===== config.mk =====
export PLATFORM = sky130hd
export DESIGN_NAME = mem_port_arbiter_flat
export DESIGN_NICKNAME = d
export VERILOG_FILES = /design/src/rtl/mem_port_arbiter_if.sv /design/src/rtl/mem_port_arbiter.sv /design/src/flat_wrapper.sv
export SDC_FILE = /design/constraint.sdc
export NUM_CORES = 1
export LEC_CHECK = 0
export CAP_MARGIN = 30
export CORE_MARGIN = 1.5
export CORE_UTILIZATION = 45
export CTS_CLUSTER_DIAMETER = 30
export CTS_CLUSTER_SIZE = 14
export DETAILED_ROUTE_END_ITERATION = 10
export PLACE_DENSITY = 0.86
export REMOVE_ABC_BUFFERS = 1
export SYNTH_ARGS = -nofsm -noshare
export SYNTH_HDL_FRONTEND = slang
export SYNTH_SLANG_ARGS = --single-unit

===== constraint.sdc =====
create_clock -name clk -period 11.2 [get_ports clk]
set_clock_uncertainty 0.05 [all_clocks]
set_input_delay 3.36 -clock clk [delete_from_list [all_inputs] [get_ports clk]]
set_output_delay 3.36 -clock clk [all_outputs]
set_load 0.02 [all_outputs]

===== src/rtl/mem_port_arbiter_if.sv =====
// Core/memory bus bundle for mem_port_arbiter.
// slave: arbiter side; master: core + memory side.
interface mem_port_arbiter_if #(
  parameter int ADDR_W = 32
);
  logic              inst_ren;
  logic [ADDR_W-1:0] inst_addr;
  logic [31:0]       inst_data;
  logic              inst_stall;
  logic              mem_ren;
  logic              mem_wen;
  logic [ADDR_W-1:0] mem_addr;
  logic [31:0]       mem_dout;
  logic [31:0]       mem_din;
  logic              data_stall;
  logic              bus_req;
  logic              bus_we;
  logic [ADDR_W-1:0] bus_addr;
  logic [31:0]       bus_wdata;
  logic              bus_ack;
  logic [31:0]       bus_rdata;
  logic              bus_timeout;

  modport slave (
    input  inst_ren, inst_addr,
    input  mem_ren, mem_wen, mem_addr, mem_dout,
    input  bus_ack, bus_rdata,
    output inst_data, inst_stall,
    output mem_din, data_stall,
    output bus_req, bus_we, bus_addr, bus_wdata,
    output bus_timeout
  );

  modport master (
    output inst_ren, inst_addr,
    output mem_ren, mem_wen, mem_addr, mem_dout,
    output bus_ack, bus_rdata,
    input  inst_data, inst_stall,
    input  mem_din, data_stall,
    input  bus_req, bus_we, bus_addr, bus_wdata,
    input  bus_timeout
  );
endinterface


===== src/rtl/mem_port_arbiter.sv =====
// Shares one memory bus between inst fetch and data ports.
// Ports: clk, rst (async high), port_if (slave):
//   inst_* / mem_* core side with stalls, bus_* memory side.
// Params: TIMEOUT (0 = no watchdog), ADDR_W.
// Option: ARB_ROUND_ROBIN_EN alternates grants on contention.
module mem_port_arbiter #(
  parameter int TIMEOUT = 16,
  parameter int ADDR_W  = 32
) (
  input  logic clk,
  input  logic rst,
  mem_port_arbiter_if.slave port_if
);

  localparam int CNT_W = (TIMEOUT > 1) ? $clog2(TIMEOUT) : 1;
  localparam logic [CNT_W-1:0] CNT_MAX = CNT_W'(TIMEOUT - 1);

  typedef enum logic [2:0] {
    IDLE,
    BUS_I,
    BUS_D,
    DONE_I,
    DONE_D
  } state_t;

  state_t            state_q;
  logic [CNT_W-1:0]  cnt_q;
  logic              bus_req_q;
  logic              bus_we_q;
  logic [ADDR_W-1:0] bus_addr_q;
  logic [31:0]       bus_wdata_q;
  logic              bus_to_q;
  logic [31:0]       inst_data_q;
  logic [31:0]       mem_din_q;

  logic        want_d;
  logic        want_i;
  logic        pick_d;
  logic        expire;
  logic [31:0] rd_val;

`ifdef ARB_ROUND_ROBIN_EN
  // 1 = data port was granted last
  logic last_q;
`endif

  always_comb begin
    want_d = port_if.mem_ren | port_if.mem_wen;
    want_i = port_if.inst_ren;
`ifdef ARB_ROUND_ROBIN_EN
    pick_d = want_d & (~want_i | ~last_q);
`else
    pick_d = want_d;
`endif
    expire = (TIMEOUT > 0) && (cnt_q == CNT_MAX);
    // an abort returns zero as read data
    rd_val = port_if.bus_ack ? port_if.bus_rdata : 32'h0;
  end

  always_ff @(posedge clk or posedge rst) begin
    if (rst) begin
      state_q     <= IDLE;
      cnt_q       <= '0;
      bus_req_q   <= 1'b0;
      bus_we_q    <= 1'b0;
      bus_addr_q  <= '0;
      bus_wdata_q <= '0;
      bus_to_q    <= 1'b0;
      inst_data_q <= '0;
      mem_din_q   <= '0;
`ifdef ARB_ROUND_ROBIN_EN
      last_q      <= 1'b0;
`endif
    end else begin
      bus_to_q <= 1'b0;
      unique case (state_q)
        IDLE, DONE_I, DONE_D: begin
          bus_req_q <= 1'b0;
          bus_we_q  <= 1'b0;
          state_q   <= IDLE;
          if (want_d || want_i) begin
            bus_req_q <= 1'b1;
            cnt_q     <= '0;
`ifdef ARB_ROUND_ROBIN_EN
            last_q    <= pick_d;
`endif
            if (pick_d) begin
              state_q     <= BUS_D;
              bus_we_q    <= port_if.mem_wen;
              bus_addr_q  <= port_if.mem_addr;
              bus_wdata_q <= port_if.mem_dout;
            end else begin
              state_q    <= BUS_I;
              bus_addr_q <= port_if.inst_addr;
            end
          end
        end
        BUS_I, BUS_D: begin
          if (port_if.bus_ack || expire) begin
            bus_req_q <= 1'b0;
            bus_we_q  <= 1'b0;
            bus_to_q  <= ~port_if.bus_ack;
            if (state_q == BUS_I) begin
              state_q     <= DONE_I;
              inst_data_q <= rd_val;
            end else begin
              state_q <= DONE_D;
              if (!bus_we_q) mem_din_q <= rd_val;
            end
          end else begin
            cnt_q <= cnt_q + 1'b1;
          end
        end
        default: state_q <= IDLE;
      endcase
    end
  end

  assign port_if.inst_stall  = want_i & (state_q != DONE_I);
  assign port_if.data_stall  = want_d & (state_q != DONE_D);
  assign port_if.inst_data   = inst_data_q;
  assign port_if.mem_din     = mem_din_q;
  assign port_if.bus_req     = bus_req_q;
  assign port_if.bus_we      = bus_we_q;
  assign port_if.bus_addr    = bus_addr_q;
  assign port_if.bus_wdata   = bus_wdata_q;
  assign port_if.bus_timeout = bus_to_q;

endmodule


===== src/flat_wrapper.sv =====
// flat-port wrapper written by rule: the top's interface ports become plain ports
module mem_port_arbiter_flat 
#(
  parameter int TIMEOUT = 16,
  parameter int ADDR_W  = 32
)
  (clk, rst, port_if_inst_ren, port_if_inst_addr, port_if_mem_ren, port_if_mem_wen, port_if_mem_addr, port_if_mem_dout, port_if_bus_ack, port_if_bus_rdata, port_if_inst_data, port_if_inst_stall, port_if_mem_din, port_if_data_stall, port_if_bus_req, port_if_bus_we, port_if_bus_addr, port_if_bus_wdata, port_if_bus_timeout);
  mem_port_arbiter_if #(.ADDR_W(ADDR_W)) port_if_i ();
  input  logic clk;
  input  logic rst;
  input wire logic [$bits(port_if_i.inst_ren)-1:0] port_if_inst_ren;
  input wire logic [$bits(port_if_i.inst_addr)-1:0] port_if_inst_addr;
  input wire logic [$bits(port_if_i.mem_ren)-1:0] port_if_mem_ren;
  input wire logic [$bits(port_if_i.mem_wen)-1:0] port_if_mem_wen;
  input wire logic [$bits(port_if_i.mem_addr)-1:0] port_if_mem_addr;
  input wire logic [$bits(port_if_i.mem_dout)-1:0] port_if_mem_dout;
  input wire logic [$bits(port_if_i.bus_ack)-1:0] port_if_bus_ack;
  input wire logic [$bits(port_if_i.bus_rdata)-1:0] port_if_bus_rdata;
  output wire logic [$bits(port_if_i.inst_data)-1:0] port_if_inst_data;
  output wire logic [$bits(port_if_i.inst_stall)-1:0] port_if_inst_stall;
  output wire logic [$bits(port_if_i.mem_din)-1:0] port_if_mem_din;
  output wire logic [$bits(port_if_i.data_stall)-1:0] port_if_data_stall;
  output wire logic [$bits(port_if_i.bus_req)-1:0] port_if_bus_req;
  output wire logic [$bits(port_if_i.bus_we)-1:0] port_if_bus_we;
  output wire logic [$bits(port_if_i.bus_addr)-1:0] port_if_bus_addr;
  output wire logic [$bits(port_if_i.bus_wdata)-1:0] port_if_bus_wdata;
  output wire logic [$bits(port_if_i.bus_timeout)-1:0] port_if_bus_timeout;
  assign port_if_i.inst_ren = port_if_inst_ren;
  assign port_if_i.inst_addr = port_if_inst_addr;
  assign port_if_i.mem_ren = port_if_mem_ren;
  assign port_if_i.mem_wen = port_if_mem_wen;
  assign port_if_i.mem_addr = port_if_mem_addr;
  assign port_if_i.mem_dout = port_if_mem_dout;
  assign port_if_i.bus_ack = port_if_bus_ack;
  assign port_if_i.bus_rdata = port_if_bus_rdata;
  assign port_if_inst_data = port_if_i.inst_data;
  assign port_if_inst_stall = port_if_i.inst_stall;
  assign port_if_mem_din = port_if_i.mem_din;
  assign port_if_data_stall = port_if_i.data_stall;
  assign port_if_bus_req = port_if_i.bus_req;
  assign port_if_bus_we = port_if_i.bus_we;
  assign port_if_bus_addr = port_if_i.bus_addr;
  assign port_if_bus_wdata = port_if_i.bus_wdata;
  assign port_if_bus_timeout = port_if_i.bus_timeout;
  mem_port_arbiter #(.TIMEOUT(TIMEOUT), .ADDR_W(ADDR_W)) u_core (.clk(clk), .rst(rst), .port_if(port_if_i));
endmodule

; Yosys cells after proc, flatten, opt, wreduce, memory -nomap -nowiden
; Index checks and enable logic that the tools add are counted.
[word_totals]
register_bits = 138
latch_bits = 0
ramBits = 0
mem_bits_ro = 0
input_bits = 134
output_inout_bits = 133
word_cells = 56
n_memories = 0
[op_classes]
addsub = 1
mul = 0
div = 0
magnitude_cmp = 0
n_eq_ne = 10
shift = 0
muxes = 18
bitwise_logic = 6
n_reduce_logical = 12
[ops]
columns = operator, n
row1 = two-way mux 32 bit, 2
row2 = two-way mux 3 bit, 3
row3 = AND reduction 3 bit, 3
row4 = two-way mux 4 bit, 2
row5 = one-hot mux 4 bit (2 select lines), 1
row6 = "== test 3 x 2 -> 1 bit, second input constant", 2
row7 = two-way mux 1 bit, 6
row8 = one-hot mux 3 bit (2 select lines), 1
row9 = "adder 4 x 1 -> 4 bit, second input constant", 1
row10 = "== test 4 bit, second input constant", 1
row11 = "inequality test 2 x 1 -> 1 bit, second input constant", 2
row12 = one-hot mux 1 bit (2 select lines), 2
row13 = AND reduction 2 bit, 2
row14 = AND reduction 4 bit, 1
row15 = "== test 3 x 1 -> 1 bit, second input constant", 1
row16 = "== test 3 bit, second input constant", 1
row17 = zero test 3 bit, 1
row18 = "inequality test 3 x 2 -> 1 bit, second input constant", 1
row19 = "inequality test 3 bit, second input constant", 1
row20 = inverter 1 bit, 3
row21 = OR reduction 3 bit, 1
row22 = AND 1 bit, 2
row23 = logical OR 1 bit, 2
row24 = two-way mux 2 bit, 1
row25 = 4 further kinds, 4

; Logic depth before layout (Yosys ltp)
[logic_depth]
depth_word = 4
mapped_depth = 5
depth_no_buf = 4

; Least setup slack after synthesis
; No wires, ideal clock.
[synth_path]
path_kind = input port to output port
from = input port port_if_mem_wen
to = output port port_if_data_stall
t_arrival_ns = 3.963
setup_slack_ns = 3.827
path_stages = 3
path_buffers = 1
cell_sequence = nor2_2 buf_2 a21oi_1
[synth_between]
elab_chain_cells = 2
[synth_rtl]
columns = element, line
row1 = from (decl), flat_wrapper.sv:14  ; input wire logic [$bits(port_if_i.mem_wen)-1:0] port_if_mem_wen;
row2 = OR 1 bit, mem_port_arbiter.sv:48  ; want_d = port_if.mem_ren | port_if.mem_wen;
row3 = AND 1 bit, mem_port_arbiter.sv:120  ; assign port_if.data_stall = want_d & (state_q != DONE_D);
row4 = to (decl), flat_wrapper.sv:22  ; output wire logic [$bits(port_if_i.data_stall)-1:0] port_if_data_stall;
; Every way passes these cells.

; Final worst setup path
; Ends and elaborated chain as after synthesis.

==> metrics.txt <==
Netlist cell types=46; maximum level of the CTS H-tree=4; global-route wire length before repair=24600 um; Total Negative Setup Slacks=0 ps; ratio of total power to cell area=306 nW/um2; die width=116 um; Die Y-Extent=116 um; Worst-Margin Slew=786 ps; Min Clock Period, post-route=8150 ps; cell row count=41; synth cell count leaders=sky130_fd_sc_hd__dfrtp_1 (138), sky130_fd_sc_hd__mux2_2 (94), sky130_fd_sc_hd__a32o_1 (64); CTS sink count=138; combinational share of power=48.1%; achievable clock frequency=123 MHz; Sequential Power Share=31.3%; leading cell type by number of instances after synthesis=sky130_fd_sc_hd__dfrtp_1; final design instance area without fill=9230 um2; number of port buffers=266; fraction of final layout cells sized beyond drive strength 1=22.2%; result of the run=finished, final reports clean; area share of the largest cell type after synthesis=59.8%; effective utilization at floorplan=45.9%; Clock Root Buffer=sky130_fd_sc_hd__clkbuf_16; final-layout fill cell count=862; post-synthesis average cell area=15.1 um2; post-DR vias/cell=5.53; number of failing setup endpoints in the final timing report=0; number of placed I/O pins=267; drt drc=0; top post-synthesis cells by area=sky130_fd_sc_hd__dfrtp_1 (60%), sky130_fd_sc_hd__mux2_2 (18%), sky130_fd_sc_hd__a32o_1 (11%); count of maximum capacitance violations=0; relative slew slack=47.4%; CTS buffer count=17; yosys warns=0; overall die area=13500 um2; pin count of the biggest net entering global routing=71; final hold violations=0; slack of the critical path=3050 ps; leakage=0.00378 uW; Placed Area=8580 um2; TritonRoute pass-1 iters=4; Post-CTS Setup Inserts=0; proportion of synthesized flip-flops having asynchronous set or reset=100%; kind of critical path=input port to primary output; EDFF count, synth=0; TritonCTS clock tree=yes; GR Overflow Total=0; first-iteration detailed-routing DRC count=194; P_sw=1010 uW; Arrival @ worst endpoint=4740 ps; post-synth design cell area=5770 um2; dominant cell type by area after synthesis=sky130_fd_sc_hd__dfrtp_1; setup repair after global routing missed its margin=false; vias in the first global route=4705; nature of the critical path startpoint=input port; overall track demand over capacity in global routing=24.3%; count of hold-fix buffers inserted at cts=0; Worst Path Required=7790 ps; synthesis-to-finish area growth=59.9%; number of antenna violations at the first check in global routing=0; Crit Path Max Fanout=4; sequential cell area fraction in the yosys report=59.8%; switching share of power=35.9%; total number of vias=4591; Max rail drop VDD=0.189 mV; Setup crit end kind=primary output; GPL Wtd Cong=0.797; post-detailed-route wirelength per cell=19.8 um; antenna diode count=0; fin. max-slew vios=0; number of nets in the layout=780; clock tree buffer depth=2; Total Routed Length=16400 um; Core Box Area=12600 um2; clock latency on the worst-skew pair=410 ps; number of nets with antenna violations after routing=0; Gates resized, CTS repair=0; internal power component=1810 uW; clk slew on worst S/H paths=60 ps; final worst path period share=72.7%; commonest register cell after synthesis=sky130_fd_sc_hd__dfrtp_1; clock group share of total power=20.7%; Hold Path Class=flop to flop; DP Worst Slack=3050 ps; HPWL after detailed placement=11600 um; register bit count reported by yosys=138; number of instances in the synthesized netlist=383
==> per-stage QoR <==
| stage | power, uW | util [%] | std cells | hold WS (ps) |
|---|---|---|---|---|
| after floorplan | 1550 | - | 351 | 444 |
| after global routing | 2950 | 73.4 | 830 | 451 |
| after global placement | 2170 | 67.6 | 794 | 420 |
| final | 2820 | 73.4 | 830 | 437 |
| after detailed placement | 2240 | 68.3 | 797 | 424 |
| after CTS | 2840 | 73.3 | 829 | 437 |
==> per-layer routing <==
| layer | GRT usage (%) | share of wire (%) | vias up |
|---|---|---|---|
| met4 | 14.6 | 4.4 | 0 |
| li1 | - | - | 2014 |
| met1 | 26.9 | 37 | 2322 |
| met3 | 6.43 | 6.7 | 49 |
| met2 | 42.0 | 52 | 206 |
| met5 | 0 | 0 | - |
==> flip-flops by register name (all words and copies together) (netlist names) <==
signal and flops:
u_core.port_if.mem_din 32, u_core.port_if.bus_addr 32, u_core.port_if.bus_req 1, u_core.state_q 3, u_core.port_if.inst_data 32, u_core.cnt_q 4
u_core.port_if.bus_we 1, u_core.port_if.bus_wdata 32, u_core.port_if.bus_timeout 1
==> worst paths after layout <==
kind / start / end / slack [ps] / cells after the start
min in group asynchronous: rst / u_core.port_if.bus_wdata[25] / 3320 / 2
min: u_core.port_if.bus_addr[27] / u_core.port_if.bus_addr[27] / 440 / 1
max in group asynchronous: rst / u_core.port_if.mem_din[9] / 6540 / 4
max reg2reg: u_core.state_q[0] / u_core.port_if.inst_data[3] / 8650 / 5
max: port_if_mem_wen / port_if_data_stall / 3050 / 4
min reg2reg: u_core.port_if.bus_addr[27] / u_core.port_if.bus_addr[27] / 440 / 1
==> layout make-up <==
class	count	area (um2)	area share [%]
repair buffers	275	2800	30.3
clock inverters	14	185	2.01
flip-flops and latches	138	3450	37.4
inverters	4	17.5	0.190
multi-input cells	209	2120	23.0
well taps	172	215	2.33
clock buffers	18	439	4.76
==> power groups by stage <==
stage          Combinational (uW)  Clock (uW)  Sequential [uW]
2_1_floorplan                 398           0             1160
3_3_place_gp                 1300           0              868
3_5_place_dp                 1350           0              888
4_1_cts                      1360         595              884
5_1_grt                      1420         615              911
6_report                     1360         583              882
==> placed cells by master (no fill, tap or decap), types with 3 or more instances in the layout <==
cell type and count:
sky130_fd_sc_hd__clkdlybuf4s50_1 265, sky130_fd_sc_hd__dfrtp_1 138, sky130_fd_sc_hd__inv_1 3, sky130_fd_sc_hd__clkbuf_16 17
sky130_fd_sc_hd__bufinv_16 3, sky130_fd_sc_hd__and4_1 3, sky130_fd_sc_hd__mux2_2 94, sky130_fd_sc_hd__inv_6 5
sky130_fd_sc_hd__buf_16 3, sky130_fd_sc_hd__clkinv_4 5, sky130_fd_sc_hd__nand2_1 3, sky130_fd_sc_hd__nand3_1 4
sky130_fd_sc_hd__a32o_1 64, sky130_fd_sc_hd__nor3_1 3, sky130_fd_sc_hd__buf_4 5
==> logic make-up (layout without fill, tap and decap cells) <==
kind of cell               after synthesis  in the layout  share of synthesized area (%)
xor gates and xnor gates                 2              2                          0.304
AOI/OAI and AO/OA                       82             82                           13.7
and+or+nand+nor                         28             28                           3.60
muxes                                   96             96                           18.7
adders and majority gates                1              1                          0.217
buffers and inverters                   36            311                           3.58
DFF                                    138            138                           59.8
==> critical path, stage by stage <==
cell and delay, ps:
sky130_fd_sc_hd__clkdlybuf4s50_1 580, sky130_fd_sc_hd__nor2_2 70, sky130_fd_sc_hd__a21oi_1 110, sky130_fd_sc_hd__clkdlybuf4s50_1 610
Power figures use the tool's default switching activity.
